## src/rtl/fc_argmax_classifier.sv

```systemverilog
// -----------------------------------------------------------------------------
// fc_argmax_classifier
//
// Purpose:
//   Sits after the binarized fully-connected stage. When valid_in pulses, the
//   ten class scores are captured into a local bank. They are then scanned
//   serially, one compare per clock, to find:
//     - the winning class index (argmax, lowest index wins on ties),
//     - the winning score,
//     - the margin between the winner and the runner-up.
//   The result is published with a one-cycle valid_out pulse. busy is high
//   while a scan is in flight.
//
// Ports:
//   clk                    in   rising-edge clock
//   rst                    in   asynchronous active-high reset
//   valid_in               in   one-cycle pulse; fc_in_* valid in that cycle
//   fc_in_1 .. fc_in_10    in   unsigned scores for digits 0..9
//   busy                   out  high while in SCAN or DONE
//   valid_out              out  one-cycle pulse; result outputs valid
//   class_out              out  predicted digit 0..9
//   max_score              out  winning score
//   margin                 out  winning score minus runner-up score
//   conf_low               out  margin below CONF_MARGIN (ARGMAX_CONF_EN only)
//
// Configuration:
//   Define ARGMAX_CONF_EN to add the conf_low output, the CONF_MARGIN
//   parameter and the low-confidence flag logic.
// -----------------------------------------------------------------------------
module fc_argmax_classifier #(
    parameter int NUM_CLASSES = 10,
    parameter int SCORE_W     = 9,
    parameter int IDX_W       = 4
`ifdef ARGMAX_CONF_EN
    ,
    parameter logic [SCORE_W-1:0] CONF_MARGIN = 9'd8
`endif
) (
    input  logic               clk,
    input  logic               rst,
    input  logic               valid_in,
    input  logic [SCORE_W-1:0] fc_in_1,
    input  logic [SCORE_W-1:0] fc_in_2,
    input  logic [SCORE_W-1:0] fc_in_3,
    input  logic [SCORE_W-1:0] fc_in_4,
    input  logic [SCORE_W-1:0] fc_in_5,
    input  logic [SCORE_W-1:0] fc_in_6,
    input  logic [SCORE_W-1:0] fc_in_7,
    input  logic [SCORE_W-1:0] fc_in_8,
    input  logic [SCORE_W-1:0] fc_in_9,
    input  logic [SCORE_W-1:0] fc_in_10,
    output logic               busy,
    output logic               valid_out,
    output logic [IDX_W-1:0]   class_out,
    output logic [SCORE_W-1:0] max_score,
    output logic [SCORE_W-1:0] margin
`ifdef ARGMAX_CONF_EN
    ,
    output logic               conf_low
`endif
);

    localparam logic [1:0] IDLE = 2'd0;
    localparam logic [1:0] SCAN = 2'd1;
    localparam logic [1:0] DONE = 2'd2;

    localparam logic [IDX_W-1:0] LAST_IDX = IDX_W'(NUM_CLASSES - 1);

    logic [1:0]         state_r;
    logic [IDX_W-1:0]   ptr_r;
    logic [SCORE_W-1:0] score_r [0:NUM_CLASSES-1];
    logic [SCORE_W-1:0] best_r;
    logic [SCORE_W-1:0] second_r;
    logic [IDX_W-1:0]   best_idx_r;
    logic               busy_r;
    logic               valid_out_r;
    logic [IDX_W-1:0]   class_r;
    logic [SCORE_W-1:0] max_score_r;
    logic [SCORE_W-1:0] margin_r;
    logic [SCORE_W-1:0] score_sel_s;
    logic [SCORE_W-1:0] diff_s;
`ifdef ARGMAX_CONF_EN
    logic               conf_low_r;
`endif

    // Select the score under the scan pointer; out-of-range pointers read zero.
    always_comb begin
        score_sel_s = {SCORE_W{1'b0}};
        case (ptr_r)
            4'd0:    score_sel_s = score_r[0];
            4'd1:    score_sel_s = score_r[1];
            4'd2:    score_sel_s = score_r[2];
            4'd3:    score_sel_s = score_r[3];
            4'd4:    score_sel_s = score_r[4];
            4'd5:    score_sel_s = score_r[5];
            4'd6:    score_sel_s = score_r[6];
            4'd7:    score_sel_s = score_r[7];
            4'd8:    score_sel_s = score_r[8];
            4'd9:    score_sel_s = score_r[9];
            default: score_sel_s = {SCORE_W{1'b0}};
        endcase
    end

    // second never exceeds best, so this difference cannot wrap.
    assign diff_s = best_r - second_r;

    // Frame capture, serial argmax scan and result publication.
    always_ff @(posedge clk or posedge rst) begin
        if (rst) begin
            state_r     <= IDLE;
            ptr_r       <= {IDX_W{1'b0}};
            best_r      <= {SCORE_W{1'b0}};
            second_r    <= {SCORE_W{1'b0}};
            best_idx_r  <= {IDX_W{1'b0}};
            busy_r      <= 1'b0;
            valid_out_r <= 1'b0;
            class_r     <= {IDX_W{1'b0}};
            max_score_r <= {SCORE_W{1'b0}};
            margin_r    <= {SCORE_W{1'b0}};
`ifdef ARGMAX_CONF_EN
            conf_low_r  <= 1'b0;
`endif
            for (int i = 0; i < NUM_CLASSES; i++) begin
                score_r[i] <= {SCORE_W{1'b0}};
            end
        end else begin
            valid_out_r <= 1'b0;
            case (state_r)
                IDLE: begin
                    // Scores are only sampled here; valid_in during a scan is ignored.
                    if (valid_in) begin
                        score_r[0]  <= fc_in_1;
                        score_r[1]  <= fc_in_2;
                        score_r[2]  <= fc_in_3;
                        score_r[3]  <= fc_in_4;
                        score_r[4]  <= fc_in_5;
                        score_r[5]  <= fc_in_6;
                        score_r[6]  <= fc_in_7;
                        score_r[7]  <= fc_in_8;
                        score_r[8]  <= fc_in_9;
                        score_r[9]  <= fc_in_10;
                        best_r      <= fc_in_1;
                        best_idx_r  <= {IDX_W{1'b0}};
                        second_r    <= {SCORE_W{1'b0}};
                        ptr_r       <= {{(IDX_W-1){1'b0}}, 1'b1};
                        state_r     <= SCAN;
                        busy_r      <= 1'b1;
                    end
                end
                SCAN: begin
                    // Strict compares keep the lowest index on ties and let
                    // the tied value fall into second, giving margin 0.
                    if (score_sel_s > best_r) begin
                        second_r   <= best_r;
                        best_r     <= score_sel_s;
                        best_idx_r <= ptr_r;
                    end else if (score_sel_s > second_r) begin
                        second_r   <= score_sel_s;
                    end
                    if (ptr_r == LAST_IDX) begin
                        state_r <= DONE;
                    end else begin
                        ptr_r   <= ptr_r + 1'b1;
                    end
                end
                DONE: begin
                    class_r     <= best_idx_r;
                    max_score_r <= best_r;
                    margin_r    <= diff_s;
`ifdef ARGMAX_CONF_EN
                    conf_low_r  <= (diff_s < CONF_MARGIN);
`endif
                    valid_out_r <= 1'b1;
                    busy_r      <= 1'b0;
                    state_r     <= IDLE;
                end
                default: begin
                    state_r <= IDLE;
                    busy_r  <= 1'b0;
                end
            endcase
        end
    end

    assign busy      = busy_r;
    assign valid_out = valid_out_r;
    assign class_out = class_r;
    assign max_score = max_score_r;
    assign margin    = margin_r;
`ifdef ARGMAX_CONF_EN
    assign conf_low  = conf_low_r;
`endif

endmodule

```

## config.mk

```make
export PLATFORM = sky130hd
export DESIGN_NAME = fc_argmax_classifier
export DESIGN_NICKNAME = d
export VERILOG_FILES = /design/src/rtl/fc_argmax_classifier.sv
export SDC_FILE = /design/constraint.sdc
export NUM_CORES = 1
export LEC_CHECK = 0
export CAP_MARGIN = 10
export CORE_AREA = 3 3 124 126
export CTS_CLUSTER_SIZE = 10
export DETAILED_ROUTE_END_ITERATION = 10
export DIE_AREA = 0 0 127 129
export HOLD_SLACK_MARGIN = 0.05
export PLACE_DENSITY = 0.77
export SLEW_MARGIN = 10
export SYNTH_ARGS = -nofsm -noshare
export SYNTH_HDL_FRONTEND = slang
export SYNTH_SLANG_ARGS = --single-unit
```

## constraint.sdc

```tcl
create_clock -name clk -period 5.2 [get_ports clk]
set_input_delay 1.56 -clock clk [delete_from_list [all_inputs] [get_ports clk]]
set_output_delay 1.56 -clock clk [all_outputs]
set_load 0.05 [all_outputs]
```

* Word level (Yosys, flattened, before mapping)
Index checks and enable logic that the tools add are counted.
** Operators by class
- Add/subtract/negate cells :: 2
- Multipliers :: 0
- Divide/modulo/power cells :: 0
- Order comparisons :: 2
- Equality and inequality tests :: 16
- Shifts and indexed selects :: 0
- Mux-type cells :: 20
- Bitwise gates (word level) :: 1
- Reduce and logical (&&, ||, !) cells :: 9
** Operators with widths (number)
- $pmux W9 S10 :: 1
- $mux W9 :: 5
- $pmux W9 S2 :: 2
- $gt A9 B9 Y1 :: 2
- $eq A4 B3 Y1 const B :: 4
- $mux W4 :: 4
- $pmux W4 S2 :: 2
- $reduce_and A3 Y1 :: 3
- $sub A9 B9 Y9 :: 1
- $eq A4 B2 Y1 const B :: 2
- $eq A4 B4 Y1 const B :: 2
- $ne A2 B2 Y1 const B :: 4
- $reduce_and A2 Y1 :: 3
- $add A4 B1 Y4 const B :: 1
- $eq A4 B1 Y1 const B :: 1
- $logic_not A4 Y1 :: 1
- $mux W2 :: 2
- $pmux W2 S2 :: 1
- $ne A3 B3 Y1 const B :: 1
- $eq A2 B1 Y1 const B :: 1
- $eq A2 B2 Y1 const B :: 1
- $logic_not A2 Y1 :: 1
- $mux W1 :: 2
- $pmux W1 S2 :: 1
- 2 further kinds :: 2
** Word-level totals
- Register bits after elaboration :: 142
- Latch bits :: 0
- Bits in writable memories :: 0
- ROM bits :: 0
- Input bits :: 93
- Output and inout port bits :: 24
- Logic and storage cells :: 70
- Memories :: 0

* Logic depth before layout (Yosys ltp)
- Depth in word-level cells :: 6
- Gate-level depth with buffers :: 19
- Gate-level depth less buffers :: 16

* Least setup slack after synthesis
Ideal clock, no wire load.
- Path kind :: register -> register
- From :: reg ptr_r[0]
- To :: reg second_r[0]
- Setup time :: 126 ps
- Arrival :: 3621 ps
- Required time :: 5074 ps
- Slack :: 1453 ps
- Cell stages (with the launch flop) :: 16
- Buffers on the path :: 1
- Clock period less this slack :: 3747 ps
- Path through :: dfrtp_1 ha_1 clkbuf_1 nand2b_1 nor2_1 a22o_1 a2111oi_0 ha_1 nand4_1 nor3_1 and4_1 a211oi_2 o21ai_4 nor2_4 nor2_4 a221o_1
** On the way
- Cells in the longest elaborated chain, start to end :: 5
- Elaborated cells on any way between the ends :: 18
- Those cells by class :: 2 x order compare; 10 x eq/ne; 4 x mux; 2 x reduce/logical
** RTL lines
- from (decl) :: RTL line 70 : logic [IDX_W-1:0] ptr_r;
- from (signal assigned) :: RTL line 111 : ptr_r <= {IDX_W{1'b0}};
- from (signal assigned) :: RTL line 145 : ptr_r <= {{(IDX_W-1){1'b0}}, 1'b1};
- from (signal assigned) :: RTL line 163 : ptr_r <= ptr_r + 1'b1;
- $eq A4 B4 Y1, or another cell as far along :: RTL line 89 : case (ptr_r)
- $pmux W9 S10 (*) :: RTL line 89
- $gt A9 B9 Y1, or another cell as far along :: RTL line 153 : if (score_sel_s > best_r) begin
- $ne A3 B3 Y1 (no source line) / $mux W9 (equally long branches)
- $reduce_and A3 Y1 (no source line) / $pmux W9 S2 (equally long branches)
- to (signal assigned) :: RTL line 113 : second_r <= {SCORE_W{1'b0}};
- to (signal assigned) :: RTL line 154 : second_r <= best_r;
- to (signal assigned) :: RTL line 158 : second_r <= score_sel_s;
- to (decl) :: RTL line 73 : logic [SCORE_W-1:0] second_r;
Every way passes the cells marked *; elsewhere a longest branch is shown, timed or not. The select of a mux whose other input is x is not followed.
A chain may end at the register's enable or synchronous reset.

* Final worst setup path
- From :: reg ptr_r[0]
- To :: reg best_idx_r[2]
** On the way
- Cells in the longest elaborated chain, start to end :: 5
- Elaborated cells on any way between the ends :: 14
- Those cells by class :: 1 x order compare; 10 x eq/ne; 1 x mux; 2 x reduce/logical
** RTL lines
- $eq A4 B4 Y1, or another cell as far along :: RTL line 89
- $pmux W9 S10 (*) :: RTL line 89
- $gt A9 B9 Y1 (*) :: RTL line 153
- $ne A2 B2 Y1 (no source line) (*)
- $reduce_and A3 Y1 (no source line) (*)
- to (signal assigned) :: RTL line 114 : best_idx_r <= {IDX_W{1'b0}};
- to (signal assigned) :: RTL line 143 : best_idx_r <= {IDX_W{1'b0}};
- to (signal assigned) :: RTL line 156 : best_idx_r <= ptr_r;
- to (decl) :: RTL line 74 : logic [IDX_W-1:0] best_idx_r;
Every way passes the cells marked *; elsewhere a longest branch is shown, timed or not.

==> flow_summary.ini <==
[drt]
routed.top_layer = met4
met2_length_um = 8460
wl_met1_um = 7990
firstDrtPassIters = 5
routed_wl_um = 18300
wl_per_cell_um = 16.5
vias_per_cell = 5.46
drc = 0
wl_met3_um = 1140
vias = 6031
ant_nets = 0
drtIter0Drc = 498

[yosys]
synth-warning-count = 0
syn_inst = 802
synthDistinctLibCells = 61
syn_area_um2 = 7050
ys_seq_area_share_pct = 50.4
async_flop_share_pct = 100
synth_area_per_cell_um2 = 8.79
synth_nets = 924
synth-edff-count = 0
ys_ff_latch = 142
yosys.area.top_type_share_pct = 50.4
synth_area_leader_cell = dfrtp_1
dominantRegCellSynth = dfrtp_1
synthTopCellsByArea = dfrtp_1 (50%), nand2_1 (17%), ha_1 (5.0%), o21ai_0 (2.5%), mux2i_1 (2.0%)

[final_layout]
seq_area_um2 = 3550
layout-drive-gt1-share_pct = 5.32
area_growth_pct = 26.7
fillers = 1242
multi_input_area_um2 = 3210
num_antenna_cells = 0
nets = 1030
fin_area_um2 = 8940
final_cell_count_no_fill = 1105

[timing]
tightest_slew_ns = 0.670
min_period_over_period_pct = 85.6
setup_tns_ns = 0
rsz0062_at_grt = no
fin_ws_ns = 0.747
skew_ns = 0.00705
drv_slew = 0
post-route-min-period_ns = 4.45
finalHoldViolations = 0
slew_headroom_pct = 55.3
fmax_ghz = 0.225
finalSetupViolations = 0

[die]
initial_core_util_pct = 48.9
row_count = 44
num_io_pins = 117
die-area_um2 = 16400
die_h_um = 129
die_w_um = 127
core_area_um2 = 14400

[power_and_ir_drop]
power.density_nw_per_um2 = 729
p_leak_uw = 0.00432
ir_drop_v = 0.000508

[outcome]
status = complete, no violations

[clock_network]
cts_root_buf = clkbuf_16
cts.sinks = 142
cts_setup_buffers = 0
cts_tree = built
clk_pin_slew_ns = 0.05
hold_buffers = 0
cts_buffers = 17
clock_latency_ns = 0.42
postCtsResizedCells = 0
cts_max_level = 4
cts_buffer_depth = 2

[worst_setup_path]
end_kind = flop
worst-r2r-cell-count = 15
cp_max_fo = 17
worstPathArrival_ns = 4.75
r2r_end = best_idx_r[2]
worstSetupStartpointType = flop
rrSetupSlack_ns = 0.75
crit_end = best_idx_r[2]
crit_path_start = ptr_r[0]
required_ns = 5.49
r2r-start = ptr_r[0]
criticalPathCategory = flop to flop

[grt]
grt_pass1_vias = 5845
grt_max_degree = 65
track_usage_pct = 23.0
antenna_found_initial = 0
grt_pass1_wl_um = 29600
grt.overflow.total = 0

[worst_hold_path]
hp-start = margin[8]
holdPathStages = 2
hp-class = flop to flop

[placement]
io_buffers = 116
placed_area_um2 = 8380
dp_slack_ns = 0.847
dp_hpwl_um = 13200
gp_congestion = 0.914
placed_cells = 1073

[job]
cap_violations = 0
-- cells in the mapped netlist, types with 3 or more instances --
cell and count:
a21o_1 8, o21ai_0 35, nand2_1 322, a221o_1 8
nand3_1 10, dfrtp_1 142, o21ai_1 9, nor2b_1 8
a221oi_1 3, a222oi_1 3, ha_1 28, buf_1 3
o21a_1 3, a21oi_1 16, and3_1 4, mux2i_1 14
a21boi_0 3, a211oi_1 6, nor3_1 6, xnor2_1 4
a31oi_1 3, a22oi_1 12, nand2b_1 8, o211ai_1 6
inv_1 33, and4_1 3, nor2_1 21, o221ai_1 3
buf_4 4, clkbuf_1 32
-- layout by cell type (no fill, tap or decap), types with 11 or more instances in the layout --
| cell | count |
|---|---|
| nand2_1 | 322 |
| dfrtp_1 | 142 |
| clkdlybuf4s50_1 | 116 |
| o21ai_0 | 35 |
| inv_1 | 32 |
| ha_1 | 28 |
| nor2_1 | 21 |
| clkbuf_16 | 17 |
| a21oi_1 | 16 |
| mux2i_1 | 14 |
| a22oi_1 | 12 |
| buf_4 | 11 |
-- per-stage QoR --
stage	power, µW	utilization (%)	hold slack (ns)
2_1_floorplan	4380	-	0.432
3_3_place_gp	5210	58.1	0.457
3_5_place_dp	5300	58.1	0.465
4_1_cts	6490	62.0	0.480
5_1_grt	7000	62.0	0.502
6_report	6520	62.0	0.476
-- cells by family (layout without fill, tap and decap cells) --
logic type                 after synthesis  after routing  share of synthesized area, %
muxes                                   17             17                          2.47
DFF                                    142            142                          50.4
xor gates and xnor gates                 6              6                         0.745
and+or+nand+nor                        396            396                          23.2
AOI/OAI and AO/OA                      138            138                          13.8
adders and majority gates               29             29                          5.25
buffers and inverters                   74            193                          4.19
-- layout make-up --
class	instances	area share, %
clock inverter	7	0.980
inverter	33	1.43
multi-input combinational	586	35.9
sequential	142	39.8
timing repair buffer	128	14.1
clock buffer	25	5.21
tap	184	2.58
-- layer usage --
layer	global-route usage [%]	up-vias
li1	-	2893
met1	30.6	2856
met2	35.7	240
met3	5.94	42
met4	10.7	0
met5	0	-
-- report_power, final --
| group | internal (µW) | switching [µW] | total [µW] |
|---|---|---|---|
| Sequential | 1600 | 393 | 2000 |
| Combinational | 1330 | 2040 | 3360 |
| Clock | 715 | 438 | 1150 |
| Total | 3650 | 2870 | 6520 |
-- sequential cells by signal, indices dropped and copies added (netlist names) --
signal and flops:
score_r 90, best_r 9, margin 9, max_score 9, second_r 9, best_idx_r 4, class_out 4, ptr_r 4
state_r 2, busy 1, valid_out 1
-- critical path, stage by stage, from the launching register on --
cell	delay, ns
dfrtp_1	0.46
inv_1	0.10
ha_1	0.42
and2_0	0.35
a22o_1	0.23
a2111oi_0	0.48
buf_4	0.22
ha_1	0.23
nand4_1	0.15
nor3_1	0.06
and4_1	0.21
a211oi_2	0.30
o21ai_4	0.13
o21ai_2	0.38
buf_4	0.28
mux2_1	0.33
-- worst min-delay path by stage --
| stage | endpoint |
|---|---|
| after detailed placement | score_r[84] |
| after global placement | score_r[84] |
| after floorplan | class_out[2] |
| final | margin[8] |
| after global routing | max_score[8] |
| after CTS | score_r[74] |
No activity file was read; power rests on OpenSTA's default activity.
